## src/rtl/ras_guard_pkg.sv

```systemverilog
// Shared types and decode helpers for the return-address-stack guard.
// Build option RAS_CIRCULAR_EN (see ras_lifo) changes full-stack push behaviour.
package ras_pkg;

    typedef enum logic [1:0] {
        RAS_IDLE,
        RAS_CHECK,
        RAS_FAULT
    } ras_state_t;

    localparam logic [4:0] RA_REG   = 5'd1;
    localparam logic [4:0] ZERO_REG = 5'd0;

    // Link-register write marks a call, whether it came from JAL or JALR.
    function automatic logic is_call(input logic jal, input logic jalr, input logic [4:0] rd);
        return (jal | jalr) && (rd == RA_REG);
    endfunction

    function automatic logic is_ret(input logic jalr, input logic [4:0] rd, input logic [4:0] rs1);
        return jalr && (rd == ZERO_REG) && (rs1 == RA_REG);
    endfunction

endpackage

```

## src/rtl/ras_guard_if.sv

```systemverilog
// Decode-side control-transfer bus into the RAS guard plus its status outputs.
interface ras_guard_if #(
    parameter int DEPTH = 16,
    parameter int AW    = 32
);
    localparam int DW = $clog2(DEPTH) + 1;

    logic          mem_hold;
    logic          IF_ID_jal;
    logic          IF_ID_jalr;
    logic [4:0]    IF_ID_rd;
    logic [4:0]    IF_ID_rs1;
    logic [AW-1:0] IF_ID_pres_addr;
    logic [AW-1:0] branoff;
    logic          fault_clr;
    logic          RAS_rdy;
    logic          ras_mismatch;
    logic          ras_overflow;
    logic          ras_underflow;
    logic [DW-1:0] ras_depth;

    modport master (
        output mem_hold, IF_ID_jal, IF_ID_jalr, IF_ID_rd, IF_ID_rs1,
               IF_ID_pres_addr, branoff, fault_clr,
        input  RAS_rdy, ras_mismatch, ras_overflow, ras_underflow, ras_depth
    );

    modport slave (
        input  mem_hold, IF_ID_jal, IF_ID_jalr, IF_ID_rd, IF_ID_rs1,
               IF_ID_pres_addr, branoff, fault_clr,
        output RAS_rdy, ras_mismatch, ras_overflow, ras_underflow, ras_depth
    );

endinterface

```

## src/rtl/ras_guard_lifo.sv

```systemverilog
// Return-address storage: DEPTH x AW register stack with live depth count.
// RAS_CIRCULAR_EN: a push at full overwrites the oldest entry instead of being dropped.
module ras_lifo #(
    parameter int DEPTH = 16,
    parameter int AW    = 32,
    localparam int PW   = $clog2(DEPTH),
    localparam int DW   = PW + 1
) (
    input  logic          clk,
    input  logic          rst_n,
    input  logic          push,
    input  logic          pop,
    input  logic [AW-1:0] push_data,
    output logic [AW-1:0] top_data,
    output logic          full,
    output logic          empty,
    output logic [DW-1:0] depth
);

    logic [AW-1:0] mem_q [DEPTH];
    logic [AW-1:0] mem_d [DEPTH];
    logic [PW-1:0] ptr_q, ptr_d;
    logic [DW-1:0] cnt_q, cnt_d;
    logic [PW-1:0] top_idx;

    assign full     = (cnt_q == DW'(DEPTH));
    assign empty    = (cnt_q == '0);
    assign depth    = cnt_q;
    assign top_idx  = ptr_q - PW'(1);
    assign top_data = mem_q[top_idx];

    // ptr_q is the next free slot; it wraps naturally since DEPTH is a power of two.
    always_comb begin
        mem_d = mem_q;
        ptr_d = ptr_q;
        cnt_d = cnt_q;
        if (pop && !empty) begin
            ptr_d = ptr_q - PW'(1);
            cnt_d = cnt_q - DW'(1);
        end else if (push && !pop) begin
`ifdef RAS_CIRCULAR_EN
            mem_d[ptr_q] = push_data;
            ptr_d        = ptr_q + PW'(1);
            if (!full) cnt_d = cnt_q + DW'(1);
`else
            if (!full) begin
                mem_d[ptr_q] = push_data;
                ptr_d        = ptr_q + PW'(1);
                cnt_d        = cnt_q + DW'(1);
            end
`endif
        end
    end

    always_ff @(posedge clk or negedge rst_n) begin
        if (!rst_n) begin
            for (int i = 0; i < DEPTH; i++) mem_q[i] <= '0;
            ptr_q <= '0;
            cnt_q <= '0;
        end else begin
            mem_q <= mem_d;
            ptr_q <= ptr_d;
            cnt_q <= cnt_d;
        end
    end

endmodule

```

## src/rtl/ras_guard.sv

```systemverilog
// Return-address stack guard: checks each function return against its call site and stalls fetch.
// Build option RAS_CIRCULAR_EN selects overwrite-oldest on a full-stack push.
module ras_guard
    import ras_pkg::*;
#(
    parameter int DEPTH = 16,
    parameter int AW    = 32,
    localparam int DW   = $clog2(DEPTH) + 1
) (
    input  logic        clk,
    input  logic        Rst_n,
    ras_guard_if.slave  bus
);

    ras_state_t    state_q, state_d;
    logic [AW-1:0] tgt_q, tgt_d;
    logic [AW-1:0] ra_q, ra_d;
    logic          mismatch_q, mismatch_d;
    logic          overflow_q, overflow_d;
    logic          underflow_q, underflow_d;

    logic          call, ret;
    logic          push, pop;
    logic [AW-1:0] top_data;
    logic          full, empty;
    logic [DW-1:0] depth;

    assign call = is_call(bus.IF_ID_jal, bus.IF_ID_jalr, bus.IF_ID_rd);
    assign ret  = is_ret(bus.IF_ID_jalr, bus.IF_ID_rd, bus.IF_ID_rs1);

    ras_lifo #(
        .DEPTH (DEPTH),
        .AW    (AW)
    ) u_lifo (
        .clk       (clk),
        .rst_n     (Rst_n),
        .push      (push),
        .pop       (pop),
        .push_data (bus.IF_ID_pres_addr + AW'(4)),
        .top_data  (top_data),
        .full      (full),
        .empty     (empty),
        .depth     (depth)
    );

    always_ff @(posedge clk or negedge Rst_n) begin
        if (!Rst_n) begin
            state_q     <= RAS_IDLE;
            tgt_q       <= '0;
            ra_q        <= '0;
            mismatch_q  <= 1'b0;
            overflow_q  <= 1'b0;
            underflow_q <= 1'b0;
        end else begin
            state_q     <= state_d;
            tgt_q       <= tgt_d;
            ra_q        <= ra_d;
            mismatch_q  <= mismatch_d;
            overflow_q  <= overflow_d;
            underflow_q <= underflow_d;
        end
    end

    // Stack traffic only happens from IDLE; the decode slot is frozen while we stall,
    // so anything seen in CHECK/FAULT is the same instruction again.
    always_comb begin
        state_d     = state_q;
        tgt_d       = tgt_q;
        ra_d        = ra_q;
        mismatch_d  = mismatch_q;
        overflow_d  = overflow_q;
        underflow_d = underflow_q;
        push        = 1'b0;
        pop         = 1'b0;
        if (!bus.mem_hold) begin
            unique case (state_q)
                RAS_IDLE: begin
                    if (ret) begin
                        if (empty) begin
                            underflow_d = 1'b1;
                        end else begin
                            pop     = 1'b1;
                            tgt_d   = bus.branoff;
                            ra_d    = top_data;
                            state_d = RAS_CHECK;
                        end
                    end else if (call) begin
                        push = 1'b1;
                        if (full) overflow_d = 1'b1;
                    end
                end
                RAS_CHECK: begin
                    if (tgt_q == ra_q) begin
                        state_d = RAS_IDLE;
                    end else begin
                        state_d    = RAS_FAULT;
                        mismatch_d = 1'b1;
                    end
                end
                RAS_FAULT: begin
                    if (bus.fault_clr) state_d = RAS_IDLE;
                end
                default: state_d = RAS_IDLE;
            endcase
        end
    end

    always_comb begin
        bus.RAS_rdy       = (state_q == RAS_IDLE);
        bus.ras_mismatch  = mismatch_q;
        bus.ras_overflow  = overflow_q;
        bus.ras_underflow = underflow_q;
        bus.ras_depth     = depth;
    end

endmodule

```

## src/flat_wrapper.sv

```systemverilog
// flat-port wrapper written by rule: the top's interface ports become plain ports
module ras_guard_flat import ras_pkg::*;
#(
    parameter int DEPTH = 16,
    parameter int AW    = 32,
    localparam int DW   = $clog2(DEPTH) + 1
)
  (clk, Rst_n, bus_mem_hold, bus_IF_ID_jal, bus_IF_ID_jalr, bus_IF_ID_rd, bus_IF_ID_rs1, bus_IF_ID_pres_addr, bus_branoff, bus_fault_clr, bus_RAS_rdy, bus_ras_mismatch, bus_ras_overflow, bus_ras_underflow, bus_ras_depth);
  ras_guard_if #(.DEPTH(DEPTH), .AW(AW)) bus_i ();
  input  logic clk;
  input  logic Rst_n;
  input wire logic [$bits(bus_i.mem_hold)-1:0] bus_mem_hold;
  input wire logic [$bits(bus_i.IF_ID_jal)-1:0] bus_IF_ID_jal;
  input wire logic [$bits(bus_i.IF_ID_jalr)-1:0] bus_IF_ID_jalr;
  input wire logic [$bits(bus_i.IF_ID_rd)-1:0] bus_IF_ID_rd;
  input wire logic [$bits(bus_i.IF_ID_rs1)-1:0] bus_IF_ID_rs1;
  input wire logic [$bits(bus_i.IF_ID_pres_addr)-1:0] bus_IF_ID_pres_addr;
  input wire logic [$bits(bus_i.branoff)-1:0] bus_branoff;
  input wire logic [$bits(bus_i.fault_clr)-1:0] bus_fault_clr;
  output wire logic [$bits(bus_i.RAS_rdy)-1:0] bus_RAS_rdy;
  output wire logic [$bits(bus_i.ras_mismatch)-1:0] bus_ras_mismatch;
  output wire logic [$bits(bus_i.ras_overflow)-1:0] bus_ras_overflow;
  output wire logic [$bits(bus_i.ras_underflow)-1:0] bus_ras_underflow;
  output wire logic [$bits(bus_i.ras_depth)-1:0] bus_ras_depth;
  assign bus_i.mem_hold = bus_mem_hold;
  assign bus_i.IF_ID_jal = bus_IF_ID_jal;
  assign bus_i.IF_ID_jalr = bus_IF_ID_jalr;
  assign bus_i.IF_ID_rd = bus_IF_ID_rd;
  assign bus_i.IF_ID_rs1 = bus_IF_ID_rs1;
  assign bus_i.IF_ID_pres_addr = bus_IF_ID_pres_addr;
  assign bus_i.branoff = bus_branoff;
  assign bus_i.fault_clr = bus_fault_clr;
  assign bus_RAS_rdy = bus_i.RAS_rdy;
  assign bus_ras_mismatch = bus_i.ras_mismatch;
  assign bus_ras_overflow = bus_i.ras_overflow;
  assign bus_ras_underflow = bus_i.ras_underflow;
  assign bus_ras_depth = bus_i.ras_depth;
  ras_guard #(.DEPTH(DEPTH), .AW(AW)) u_core (.clk(clk), .Rst_n(Rst_n), .bus(bus_i));
endmodule
```

## config.mk

```make
export PLATFORM = sky130hd
export DESIGN_NAME = ras_guard_flat
export DESIGN_NICKNAME = d
export VERILOG_FILES = /design/src/rtl/ras_guard_pkg.sv /design/src/rtl/ras_guard_if.sv /design/src/rtl/ras_guard_lifo.sv /design/src/rtl/ras_guard.sv /design/src/flat_wrapper.sv
export SDC_FILE = /design/constraint.sdc
export NUM_CORES = 1
export LEC_CHECK = 0
export CAP_MARGIN = 20
export CORE_ASPECT_RATIO = 1.4
export CORE_MARGIN = 1.5
export CORE_UTILIZATION = 61
export CTS_BUF_LIST = sky130_fd_sc_hd__clkbuf_8
export DETAILED_ROUTE_END_ITERATION = 7
export HOLD_SLACK_MARGIN = 0.06
export PLACE_DENSITY_LB_ADDON = 0.1
export SLEW_MARGIN = 25
export SYNTH_ARGS = -nofsm -noshare
export SYNTH_HDL_FRONTEND = slang
export SYNTH_HIERARCHICAL = 1
export SYNTH_SLANG_ARGS = --single-unit
```

## constraint.sdc

```tcl
create_clock -name clk -period 6.5 [get_ports clk]
set_input_delay 1.3 -clock clk [delete_from_list [all_inputs] [get_ports clk]]
set_output_delay 1.3 -clock clk [all_outputs]
set_load 0.05 [all_outputs]
```

==> Yosys cells after proc, flatten, opt, wreduce, memory -nomap -nowiden <==
Index checks and enable logic that the tools add are counted.
{ "word_totals": {"ff_bits": 590, "latchBits": 0, "ram_bits": 0, "rom_bits": 0, "in_bits": 80, "out_inout_bits": 9, "word_cells": 95, "mem_count": 0} }
{ "op_classes": {"addsub": 5, "mul": 0, "div_mod_pow": 0, "magnitude_cmp": 3, "eq_ne": 10, "shift": 0, "muxes": 25, "bitwise_logic": 9, "reduce_logical": 19} }
{ "op_table": {"columns": ["op", "count"], "rows": [
  ["$bwmux 512", 1],
  ["$bmux 32 s4", 1],
  ["$demux 32 s4", 1],
  ["$mux 32", 3],
  ["$add 32x3->32 const B", 1],
  ["$eq 32x32->1", 1],
  ["$mux 5", 3],
  ["$mux 4", 3],
  ["$reduce_and 4->1", 3],
  ["$eq 5x1->1 const B", 2],
  ["$ge 5x5->1 const B", 2],
  ["$logic_not 5->1", 2],
  ["$not 4->5", 2],
  ["$mux 1", 8],
  ["$mux 2", 4],
  ["$logic_and 1x1->1", 6],
  ["$ne 2x2->1 const B", 3],
  ["$not 1->1", 6],
  ["$pmux 2 s3", 1],
  ["$reduce_and 3->1", 2],
  ["$add 5x1->5 const B", 1],
  ["$eq 5x5->1 const B", 1],
  ["$lt 5x1->1 const B", 1],
  ["$reduce_and 5->1", 1],
  ["other kinds (11)", 12]
]} }

==> Depth between registers and ports, before layout <==
Gate-level depths: netlist of the first run.
{ "depth": {"depth_word": 10, "depth_mapped": 12, "depth_no_buf": 10} }

==> Modules after synthesis <==
Netlist of the first run, hierarchy kept.
{ "by_module_without_submodules": {"columns": ["mod", "instances", "cells_each", "area_each_um2", "seq_area_each_um2"], "rows": [
  ["ras_lifo", 1, 1487, 24025.5, 13037.5],
  ["ras_guard", 1, 277, 3513.4, 1726.7]
]} }

==> Worst setup path before layout of the first run <==
OpenSTA, ideal clock, no wires.
{ "synth_timing": {"path_kind": "input -> register", "startpoint": "input bus_IF_ID_rd[0]", "endpoint": "register u_core.u_lifo.cnt_q[4] (netlist: u_core/u_lifo/depth[4])", "setup_time_ns": 0.120, "t_arrival_ns": 3.239, "required_time_ns": 6.380, "slack_ns": 3.141, "stages": 10, "n_path_buf": 0, "cell_sequence": "nor4_1 -> nand4b_1 -> nor3_1 -> o21a_1 -> xor2_1 -> ha_1 -> nor2_1 -> nand4_1 -> a21oi_1 -> a31o_2"} }
{ "synth_via": {"elab_chain_cells": 10, "word_cells_on_any_way": 19, "classes_between": "eq/ne: 2; mux: 8; reduce/logical: 9"} }
{ "synth_lines": {"columns": ["element", "line", "text"], "rows": [
  ["from (decl)", "flat_wrapper.sv:15", "input wire logic [$bits(bus_i.IF_ID_rd)-1:0] bus_IF_ID_rd;"],
  ["$logic_not 5->1 *", "ras_guard_pkg.sv:20", "return jalr && (rd == ZERO_REG) && (rs1 == RA_REG);"],
  ["$logic_and 1x1->1 * (2 in series)", "ras_guard_pkg.sv:20", null],
  ["$mux 1 *", "ras_guard.sv:78", "if (ret) begin"],
  ["$mux 1 *", "ras_guard.sv:76", "unique case (state_q)"],
  ["$mux 1 *", "ras_guard.sv:75", "if (!bus.mem_hold) begin"],
  ["named net u_core.pop", "ras_guard.sv:23", "logic push, pop;"],
  ["$logic_not 1->1", "ras_guard_lifo.sv:40", "end else if (push && !pop) begin"],
  ["$logic_and 1x1->1", "ras_guard_lifo.sv:40", null],
  ["$reduce_bool 2->1 (no source line)", null, null],
  ["$reduce_and 2->1 (no source line)", null, null],
  ["to (signal assigned)", "ras_guard_lifo.sv:63", "cnt_q <= cnt_d;"],
  ["to (decl)", "ras_guard_lifo.sv:23", "logic [DW-1:0] cnt_q, cnt_d;"]
]} }
Mark *: on every way through the listed nets, which the timed path passes. The rest lies on a longest branch.
A chain may end at the register's enable or synchronous reset.

==> Final worst setup path of the first run <==
{ "layout_timing": {"startpoint": "input bus_IF_ID_rd[1]", "endpoint": "register u_core/u_lifo/mem_q[79] (netlist bit)"} }
{ "layout_via": {"word_cells_on_any_way": 17, "classes_between": "eq/ne: 1; mux: 7; bitwise: 1; reduce/logical: 8"} }
{ "layout_rtl": {"columns": ["element", "line", "text"], "rows": [
  ["$eq 5x1->1 or $logic_not 5->1 (tied branches)", "ras_guard_pkg.sv:16, ras_guard_pkg.sv:20", null],
  ["$logic_and 1x1->1, on equally long branches", "ras_guard_pkg.sv:16, ras_guard_pkg.sv:20", null],
  ["$mux 1 or $logic_and 1x1->1 (tied branches)", "ras_guard.sv:87, ras_guard_pkg.sv:20", null],
  ["$mux 1 *", "ras_guard.sv:78", null],
  ["$mux 1 *", "ras_guard.sv:76", null],
  ["$mux 1 *", "ras_guard.sv:75", null],
  ["named net u_core.push", "ras_guard.sv:23", null],
  ["$logic_and 1x1->1 *", "ras_guard_lifo.sv:40", null],
  ["$reduce_and 3->1 (no source line) *", null, null],
  ["to (signal assigned)", "ras_guard_lifo.sv:61", "mem_q <= mem_d;"],
  ["to (decl)", "ras_guard_lifo.sv:20", "logic [AW-1:0] mem_q [DEPTH];"]
]} }
Marks and branches as above.

==> results.sh, run 1 <==
export IMPL_min_period_over_period=0.653
export IMPL_std_cell_rows=91
export IMPL_final_max_slew_viol_count=0
export IMPL_crit_chain="clkdlybuf4s50_1 > nor3_1 > nand3_1 > nor2_1 > nor2b_1 > nand2_1 > nor3_4 > buf_12 > mux2_2"
export IMPL_initial_core_util=0.622
export IMPL_yosys_warnings=6
export IMPL_async_reset_ff_frac=1.00
export IMPL_dieWidth_um=183
export IMPL_min_delay_start="u_core/bus.ras_underflow"
export IMPL_grt_pass1_wl_um=99200
export IMPL_drt_wl_total_um=63100
export IMPL_cp_max_fo=23
export IMPL_cts_setup_buffers=0
export IMPL_grt_use_total=0.285
export IMPL_antenna_found_initial=1
export IMPL_fin_nets=1934
export IMPL_skew_ns=0.0285
export IMPL_crit_slowest_cell="nor3_4"
export IMPL_slew_headroom=0.238
export IMPL_synth_edff_count=0
export IMPL_cts_buffer_depth=3
export IMPL_wl_per_cell_um=25.5
export IMPL_grt_max_degree=178
export IMPL_crit_required_ns=7.05
export IMPL_max_stage_delay_ns=0.86
export IMPL_cts_max_level=3
export IMPL_viasPerCell=6.25
export IMPL_clk_insertion_delay_late_ns=0.67
export IMPL_fin_ws_ns=2.25
export IMPL_synth_cell_type_count=43
export IMPL_instances_no_fill=2478
export IMPL_clockRootBuffer="clkbuf_8"
export IMPL_place_congestion=0.787
export IMPL_crit_family="simple AND/OR/NAND/NOR gates"
export IMPL_ant_nets=0
export IMPL_cp_startpoint="bus_IF_ID_rd[1]"
export IMPL_syn_cell_area_sq_um=27500
export IMPL_syn_nets=1851
export IMPL_fin_hold_ws_ns=0.468
export IMPL_p_leak_nw=15.1
export IMPL_worstSetupStartpointType="input port"
export IMPL_coreArea_sq_um=44300
export IMPL_ys_seq_area_frac=0.536
export IMPL_tns_ns=0
export IMPL_die_y_um=254
export IMPL_tightest_slew_ns=1.13
export IMPL_drc=0
export IMPL_fin_util=0.696
export IMPL_place_inst=2312
export IMPL_portBuffers=88
export IMPL_numCtsBuffers=91
export IMPL_cts_clk_slew_worst_paths_ns=0.06
export IMPL_cts_sinks=590
export IMPL_drive_gt1_frac=0.438
export IMPL_io_pins=89
export IMPL_period_minus_slack_ns=4.25
export IMPL_overflow=0
export IMPL_cp_data_arrival_time_ns=4.79
export IMPL_synth_seq_cells=590
export IMPL_pre_cts_ws_ns=1.56
export IMPL_powerDensity_nw_per_um2=274
export IMPL_drtPass1Iterations=5
export IMPL_crit_type="in2reg"
export IMPL_cts_resized=0
export IMPL_cap_violations=0
export IMPL_finalSetupViolCount=0
export IMPL_grt_pass1_vias=16906
export IMPL_ctsHoldBuffers=0
export IMPL_crit_buf_inv=2
export IMPL_hp_class="reg2reg"
export IMPL_finalHoldViolCount=0
export IMPL_syn_inst=1764
export IMPL_die_area_sq_um=46400
export IMPL_hpwl_um=37900
export IMPL_cts_tree="built"
export IMPL_r2r_start="u_core/u_lifo/depth[1]"
export IMPL_cp_end_kind="register"
export IMPL_status="completed"
export IMPL_synthFlopType="dfrtp_1"
export IMPL_rsz0062_at_grt="false"
export IMPL_drtIter0Drc=988
export IMPL_vias=15477
export IMPL_avgSynthCellArea_sq_um=15.6
export IMPL_fmax_mhz=236
export IMPL_peakVddDrop_uv=185
export IMPL_area_growth_pct=11.9
path summary, 6_finish.rpt:
kind                       slack [ns]  depth (start not counted)                       end
max                              2.25                          9   u_core/u_lifo/mem_q[79]
min                              0.47                          1  u_core/bus.ras_underflow
max reg2reg                      2.54                          8   u_core/u_lifo/mem_q[79]
min reg2reg                      0.47                          1  u_core/bus.ras_underflow
max in group asynchronous        4.53                          2  u_core/u_lifo/mem_q[375]
min in group asynchronous        0.59                          1  u_core/u_lifo/mem_q[191]
per-layer routing:
layer / global-route usage / up-vias / part of all wire
met3: 0.0397 / 88 / 0.036
met4: 0.0878 / 0 / 0.022
met1: 0.386 / 8373 / 0.43
li1: - / 6684 / -
met5: 0 / - / 0
met2: 0.483 / 332 / 0.51
placed cells by master (no fill, tap or decap), types with 32 or more instances in the layout:
| cell | synthesis | final |
|---|---|---|
| nor2b_1 | 33 | 33 |
| a21oi_1 | 33 | 33 |
| mux2_2 | 496 | 496 |
| inv_1 | 5 | 42 |
| clkdlybuf4s50_1 | 0 | 87 |
| mux4_2 | 128 | 128 |
| clkbuf_8 | 0 | 114 |
| dfrtp_1 | 590 | 589 |
| mux2_1 | 82 | 82 |
| a211oi_1 | 33 | 33 |
| mux2i_1 | 32 | 32 |
| xor2_1 | 43 | 36 |
worst register-to-register path: stages, from the launching register on:
cell	delay, ns
dfrtp_1	0.46
or4_1	0.58
nor2_1	0.28
nor3_1	0.20
nor2b_1	0.38
nand2_1	0.35
nor3_4	0.86
buf_12	0.34
mux2_2	0.40
where the power goes:
group,leakage [nW],internal (mW),switching [mW]
Sequential,8.20,3.75,0.0928
Clock,1.07,1.62,1.42
Combinational,5.83,0.624,0.944
Total,15.1,5.99,2.46
cell usage after synthesis, drive strengths merged, types with 18 or more instances:
master  number  area, sq um
mux2       578         6510
xnor2       26          228
nor2b       33          206
xor2        43          377
buf         80          641
dfrtp      590        14800
a211oi      33          248
a21oi       33          165
nor2        18         67.6
mux2i       32          320
mux4       128         2880
clkbuf      56          210
cells by family after synthesis:
| kind of cell | count (synthesis) | share of synthesized area |
|---|---|---|
| buf+inv | 141 | 0.0316 |
| compound gates | 80 | 0.0185 |
| simple gates | 139 | 0.0360 |
| xor+xnor | 69 | 0.0219 |
| flops | 590 | 0.536 |
| mux | 738 | 0.353 |
| fa+ha+maj | 7 | 0.00318 |
sequential cells by signal, summed over array words and instances (netlist names):
signal	count
u_core/bus.ras_mismatch	1
u_core/bus.ras_overflow	1
u_core/bus.ras_underflow	1
u_core/ra_q	32
u_core/state_q	2
u_core/tgt_q	32
u_core/u_lifo/depth	5
u_core/u_lifo/mem_q	512
u_core/u_lifo/ptr_q	4
stage by stage:
step | area (sq um) | power [mW]
after CTS | 30700 | 8.54
after floorplan | 27500 | 4.93
after detailed placement | 28900 | 5.49
after global routing | 30800 | 8.80
after global placement | 28800 | 5.48
final | 30800 | 8.45
area by class of cell:
type	instances	area, sq um
Antenna cell	1	2.50
Tap cell	558	698
Inverter	5	18.8
Multi-Input combinational cell	1033	12100
Fill cell	3038	13500
Timing Repair Buffer	126	1360
Sequential cell	590	14800
Clock buffer	114	1570
Clock inverter	51	250
Power figures use the tool's default switching activity.
==> run 2: changes to the inputs <==
==> constraint.sdc (replaced) <==
create_clock -name clk -period 4 [get_ports clk]
set_input_delay 0.8 -clock clk [delete_from_list [all_inputs] [get_ports clk]]
set_output_delay 0.8 -clock clk [all_outputs]
set_load 0.05 [all_outputs]
==> results.sh, run 2 (synthesis results as in run 1) <==
export IMPL_cp_data_arrival_time_ns=3.88
export IMPL_tightest_slew_ns=1.01
export IMPL_drc=0
export IMPL_r2r_setup_slack_ns=0.64
export IMPL_cap_violations=0
export IMPL_drive_gt1_frac=0.452
export IMPL_crit_slowest_cell="or4_1"
export IMPL_min_period_over_period=0.840
export IMPL_p_total_mw=14.2
export IMPL_antenna_found_initial=1
export IMPL_area_growth_pct=14.3
export IMPL_die_area_sq_um=46400
export IMPL_clockRootBuffer="clkbuf_8"
export IMPL_drtIter0Drc=965
export IMPL_fin_nets=1975
export IMPL_ant_nets=0
export IMPL_rsz0062_at_grt="false"
export IMPL_finalSetupViolCount=0
export IMPL_die_y_um=254
export IMPL_skew_ns=0.0332
export IMPL_cts_tree="built"
export IMPL_dieWidth_um=183
export IMPL_worstSetupStartpointType="register"
export IMPL_period_minus_slack_ns=3.36
export IMPL_seq_area_sq_um=14800
export IMPL_largest_register_ffs=512
export IMPL_crit_buf_inv=1
export IMPL_grt_pass1_wl_um=100000
export IMPL_place_congestion=0.772
export IMPL_grt_max_degree=121
export IMPL_vias=15662
export IMPL_cts_setup_buffers=0
export IMPL_std_cell_rows=91
export IMPL_grt_use_total=0.288
export IMPL_portBuffers=88
export IMPL_status="completed"
export IMPL_crit_required_ns=4.52
export IMPL_overflow=0
export IMPL_wl_per_cell_um=25.3
export IMPL_tns_ns=0
export IMPL_cts_buffer_depth=3
export IMPL_drtPass1Iterations=5
export IMPL_clk_insertion_delay_late_ns=0.66
export IMPL_cp_max_fo=12
export IMPL_crit_chain="or4_1 > nor2_1 > nor3_1 > nor2b_1 > nand2_1 > nor3_4 > buf_4 > mux2_2"
export IMPL_p_leak_nw=15.4
export IMPL_multiInputGateArea_sq_um=12100
export IMPL_cp_end_kind="register"
export IMPL_ctsHoldBuffers=0
export IMPL_top_regs="u_core/u_lifo/mem_q x512, u_core/ra_q x32, u_core/tgt_q x32"
export IMPL_hpwl_um=39400
export IMPL_cts_max_level=3
export IMPL_peakVddDrop_uv=667
export IMPL_drt_wl_total_um=63900
export IMPL_coreArea_sq_um=44300
export IMPL_cts_resized=0
export IMPL_numCtsBuffers=91
export IMPL_crit_family="simple AND/OR/NAND/NOR gates"
export IMPL_initial_core_util=0.622
export IMPL_io_pins=89
export IMPL_mostFrequentLayoutCells="dfrtp_1, mux2_2, mux4_2"
export IMPL_max_stage_delay_ns=0.57
export IMPL_slew_headroom=0.321
export IMPL_regMostFlops="u_core/u_lifo/mem_q"
export IMPL_cts_clk_slew_worst_paths_ns=0.06
export IMPL_powerDensity_nw_per_um2=452
export IMPL_n_fill_cell=2929
export IMPL_grt_pass1_vias=17018
export IMPL_viasPerCell=6.21
export IMPL_fin_ws_ns=0.641
export IMPL_mostFrequentLayoutCell="dfrtp_1"
export IMPL_finalHoldViolCount=0
export IMPL_final_max_slew_viol_count=0
export IMPL_crit_type="reg2reg"
export IMPL_hp_class="in2async"
export IMPL_pre_cts_ws_ns=0.0315
export IMPL_cts_sinks=590
export IMPL_fmax_mhz=298
## run 2: cell count changes in the layout (fill, tap and decap cells not counted), moves of 2 or more
cell | previous run | this run
buf_12 | 15 | 36
buf_4 | 23 | 43
clkbuf_8 | 114 | 126
inv_1 | 42 | 33
xnor2_1 | 9 | 13
xnor2_2 | 17 | 13
clkinvlp_4 | 4 | 1
xor2_1 | 36 | 38
xor2_2 | 6 | 4
## run 2: path summary, 6_finish.rpt
kind                                             to  depth (start not counted)               startpoint
hold / removal               u_core/u_lifo/depth[1]                          1                    Rst_n
hold reg to reg             u_core/bus.ras_overflow                          1  u_core/bus.ras_overflow
min in group clk            u_core/bus.ras_overflow                          1  u_core/bus.ras_overflow
setup reg to reg           u_core/u_lifo/mem_q[210]                          8   u_core/u_lifo/depth[1]
setup / recovery           u_core/u_lifo/mem_q[210]                          8   u_core/u_lifo/depth[1]
max in group asynchronous  u_core/u_lifo/mem_q[182]                          3                    Rst_n
## run 2: metrics by stage
stage               utilization  instance area, sq um  cells  hold WS, ns
global route              0.711                 31500   2521        0.114
finish                    0.711                 31500   2521       0.0748
CTS                       0.709                 31400   2520       0.0717
detailed placement        0.665                 29400   2353        0.452
global placement          0.664                 29400   2353        0.450
floorplan                     -                 27500   1764        0.452
## run 2: area by class of cell
class / count / share of cell area
Inverter: 5 / 0.000596
Clock inverter: 41 / 0.00720
Clock buffer: 126 / 0.0551
Antenna cell: 1 / 0.0000795
Tap cell: 558 / 0.0222
Multi-Input combinational cell: 1033 / 0.384
Timing Repair Buffer: 167 / 0.0613
Sequential cell: 590 / 0.469
## run 2: layer usage
| layer | vias to the layer above | track usage | wire length [um] |
|---|---|---|---|
| li1 | 6779 | - | - |
| met1 | 8405 | 0.376 | 26500 |
| met4 | 0 | 0.111 | 1920 |
| met5 | - | 0 | 0 |
| met3 | 107 | 0.0367 | 2500 |
| met2 | 371 | 0.496 | 33000 |
## run 2: power by group
| part | switching (mW) | internal, mW |
|---|---|---|
| Sequential | 0.0796 | 6.09 |
| Clock | 2.33 | 2.92 |
| Combinational | 1.69 | 1.14 |
==> run 3: changes to the inputs <==
--- a/config.mk
+++ b/config.mk
@@ -8,7 +8,7 @@
 export CAP_MARGIN = 20
 export CORE_ASPECT_RATIO = 1.4
 export CORE_MARGIN = 1.5
-export CORE_UTILIZATION = 61
+export CORE_UTILIZATION = 58
 export CTS_BUF_LIST = sky130_fd_sc_hd__clkbuf_8
 export DETAILED_ROUTE_END_ITERATION = 7
 export HOLD_SLACK_MARGIN = 0.06
==> constraint.sdc (replaced) <==
create_clock -name clk -period 2.8 [get_ports clk]
set_input_delay 0.56 -clock clk [delete_from_list [all_inputs] [get_ports clk]]
set_output_delay 0.56 -clock clk [all_outputs]
set_load 0.05 [all_outputs]
==> results.sh, run 3 (synthesis results as in run 1) <==
export IMPL_status="completed"
export IMPL_peakVddDrop_uv=432
export IMPL_drtIter0Drc=848
export IMPL_cts_clk_slew_worst_paths_ns=0.06
export IMPL_r2r_setup_slack_ns=0.01
export IMPL_drc=0
export IMPL_r2r_start="u_core/u_lifo/depth[1]"
export IMPL_crit_chain="or4_4 > nor2_2 > nor3_1 > nor2b_2 > buf_4 > nand2_2 > nor3_4 > buf_12 > clkbuf_16 > mux2_2"
export IMPL_crit_required_ns=3.35
export IMPL_mostFrequentLayoutCell="dfrtp_1"
export IMPL_cp_startpoint="u_core/u_lifo/depth[1]"
export IMPL_final_max_slew_viol_count=0
export IMPL_regMostFlops="u_core/u_lifo/mem_q"
export IMPL_worstSetupStartpointType="register"
export IMPL_place_area_sq_um=30500
export IMPL_drt_wl_total_um=68500
export IMPL_powerDensity_nw_per_um2=628
export IMPL_wl_met3_um=2730
export IMPL_std_cell_rows=94
export IMPL_max_stage_delay_ns=0.54
export IMPL_pre_cts_ws_ns=-0.560
export IMPL_cp_max_fo=12
export IMPL_hp_class="reg2reg"
export IMPL_fin_ws_ns=0.0114
export IMPL_slew_headroom=0.456
export IMPL_numCtsBuffers=91
export IMPL_stdcell_area_sq_um=32700
export IMPL_place_congestion=0.816
export IMPL_crit_type="reg2reg"
export IMPL_grt_pass1_wl_um=105000
export IMPL_area_growth_pct=18.9
export IMPL_period_minus_slack_ns=2.79
export IMPL_seq_power_share=0.428
export IMPL_power_switching_share=0.288
export IMPL_clk_insertion_delay_late_ns=0.68
export IMPL_cp_data_arrival_time_ns=3.33
export IMPL_p_total_mw=20.6
export IMPL_min_delay_start="u_core/bus.ras_overflow"
export IMPL_antenna_found_initial=1
export IMPL_cp_end_kind="register"
export IMPL_grt_use_total=0.285
export IMPL_cap_violations=0
export IMPL_wl_met1_um=28400
export IMPL_rsz0062_at_grt="true"
export IMPL_wl_per_cell_um=25.5
export IMPL_finalHoldViolCount=0
export IMPL_finalSetupViolCount=0
export IMPL_p_int_mw=14.6
export IMPL_skew_ns=0.0315
export IMPL_dr_wl_met2_um=35000
export IMPL_portBuffers=88
export IMPL_fin_nets=2087
export IMPL_cts_tree="built"
export IMPL_clockRootBuffer="clkbuf_8"
export IMPL_grt_pass1_vias=17837
export IMPL_fmax_mhz=359
export IMPL_grt_max_degree=93
export IMPL_io_pins=89
export IMPL_crit_family="simple AND/OR/NAND/NOR gates"
export IMPL_die_area_sq_um=48800
export IMPL_routed_top_layer="met4"
export IMPL_drive_gt1_frac=0.480
export IMPL_overflow=0
export IMPL_power_switching_mw=5.93
export IMPL_die_y_um=261
export IMPL_hpwl_um=42600
export IMPL_tightest_slew_ns=0.809
export IMPL_initial_core_util=0.587
export IMPL_p_leak_nw=16.0
export IMPL_viasPerCell=6.05
export IMPL_coreArea_sq_um=46900
export IMPL_fin_util=0.698
export IMPL_combPwrFrac=0.219
export IMPL_cts_buffer_depth=3
export IMPL_dieWidth_um=187
export IMPL_cts_max_level=3
export IMPL_crit_buf_inv=3
export IMPL_ant_nets=0
export IMPL_mostFrequentLayoutCells="dfrtp_1, mux2_2, mux4_2"
export IMPL_crit_slowest_cell="or4_4"
export IMPL_largest_register_ffs=512
export IMPL_cts_sinks=590
export IMPL_min_period_over_period=0.996
export IMPL_top_regs="u_core/u_lifo/mem_q x512, u_core/ra_q x32, u_core/tgt_q x32"
export IMPL_vias=16269
export IMPL_power_share_clock=0.353
export IMPL_drtPass1Iterations=5
export IMPL_n_fill_cell=3187
==> run 3: changes by cell type in the layout (fill, tap and decap cells not counted), sizes merged <==
cell         change
bufinv           +1
diode            +1
inv              -3
dlygate4sd3      +1
buf            +104
clkbuf           -4
clkinvlp         -1
bufbuf           +1
==> run 3: repair_timing <==
item | 4_1_cts | 5_1_grt
gates cloned | 1 | 7
pin swaps | 1 | 7
setup endpoints to repair | 187 | 185
resized for setup | 1 | 8
hold endpoints to repair | 55 | 0
hold buffers | 1 | 0
setup buffers | 3 | 11
==> run 3: per-stage QoR <==
step,instances,hold WS (ns),setup TNS [ns]
after floorplan,1764,0.264,-3.90
after global placement,2508,0.448,-241.35
after detailed placement,2508,0.457,-252.46
after CTS,2667,0.442,0
after global routing,2686,0.483,-1.56
final,2687,0.464,0
==> run 3: cell type report <==
type	instances	area, sq um	area share
antenna	2	5.00	0.000153
clock buffer	116	1600	0.0488
clock inverter	38	238	0.00726
inverter	5	18.8	0.000573
multi-input combinational	1033	12100	0.368
sequential	590	14800	0.451
tap	624	781	0.0238
timing repair buffer	279	3280	0.100
==> run 3: layer usage <==
| layer | global-route usage | vias up |
|---|---|---|
| li1 | - | 6978 |
| met1 | 0.375 | 8778 |
| met2 | 0.479 | 386 |
| met3 | 0.0371 | 127 |
| met4 | 0.123 | 0 |
| met5 | 0 | - |
==> run 3: worst paths after layout <==
path / depth (start not counted) / endpoint
setup reg to reg: 10 / u_core/u_lifo/mem_q[107]
hold reg to reg: 1 / u_core/bus.ras_overflow
min in group asynchronous: 2 / u_core/u_lifo/mem_q[319]
hold / removal: 1 / u_core/bus.ras_overflow
setup / recovery: 10 / u_core/u_lifo/mem_q[107]
max in group asynchronous: 3 / u_core/u_lifo/mem_q[142]
==> run 3: worst register-to-register path, delay by kind of cell, from the launching register on <==
family / cells / cell delay (ns)
flops: 1 / 0.40
mux: 1 / 0.36
simple gates: 6 / 1.38
buf+inv: 3 / 0.55
==> run 3: power groups by stage <==
stage	combinational, mW	sequential [mW]	clock, mW
after floorplan	2.54	8.95	0
after global placement	4.46	8.93	0
after detailed placement	4.47	8.95	0
after CTS	4.49	8.79	7.43
after global routing	4.77	8.81	7.81
final	4.51	8.80	7.26
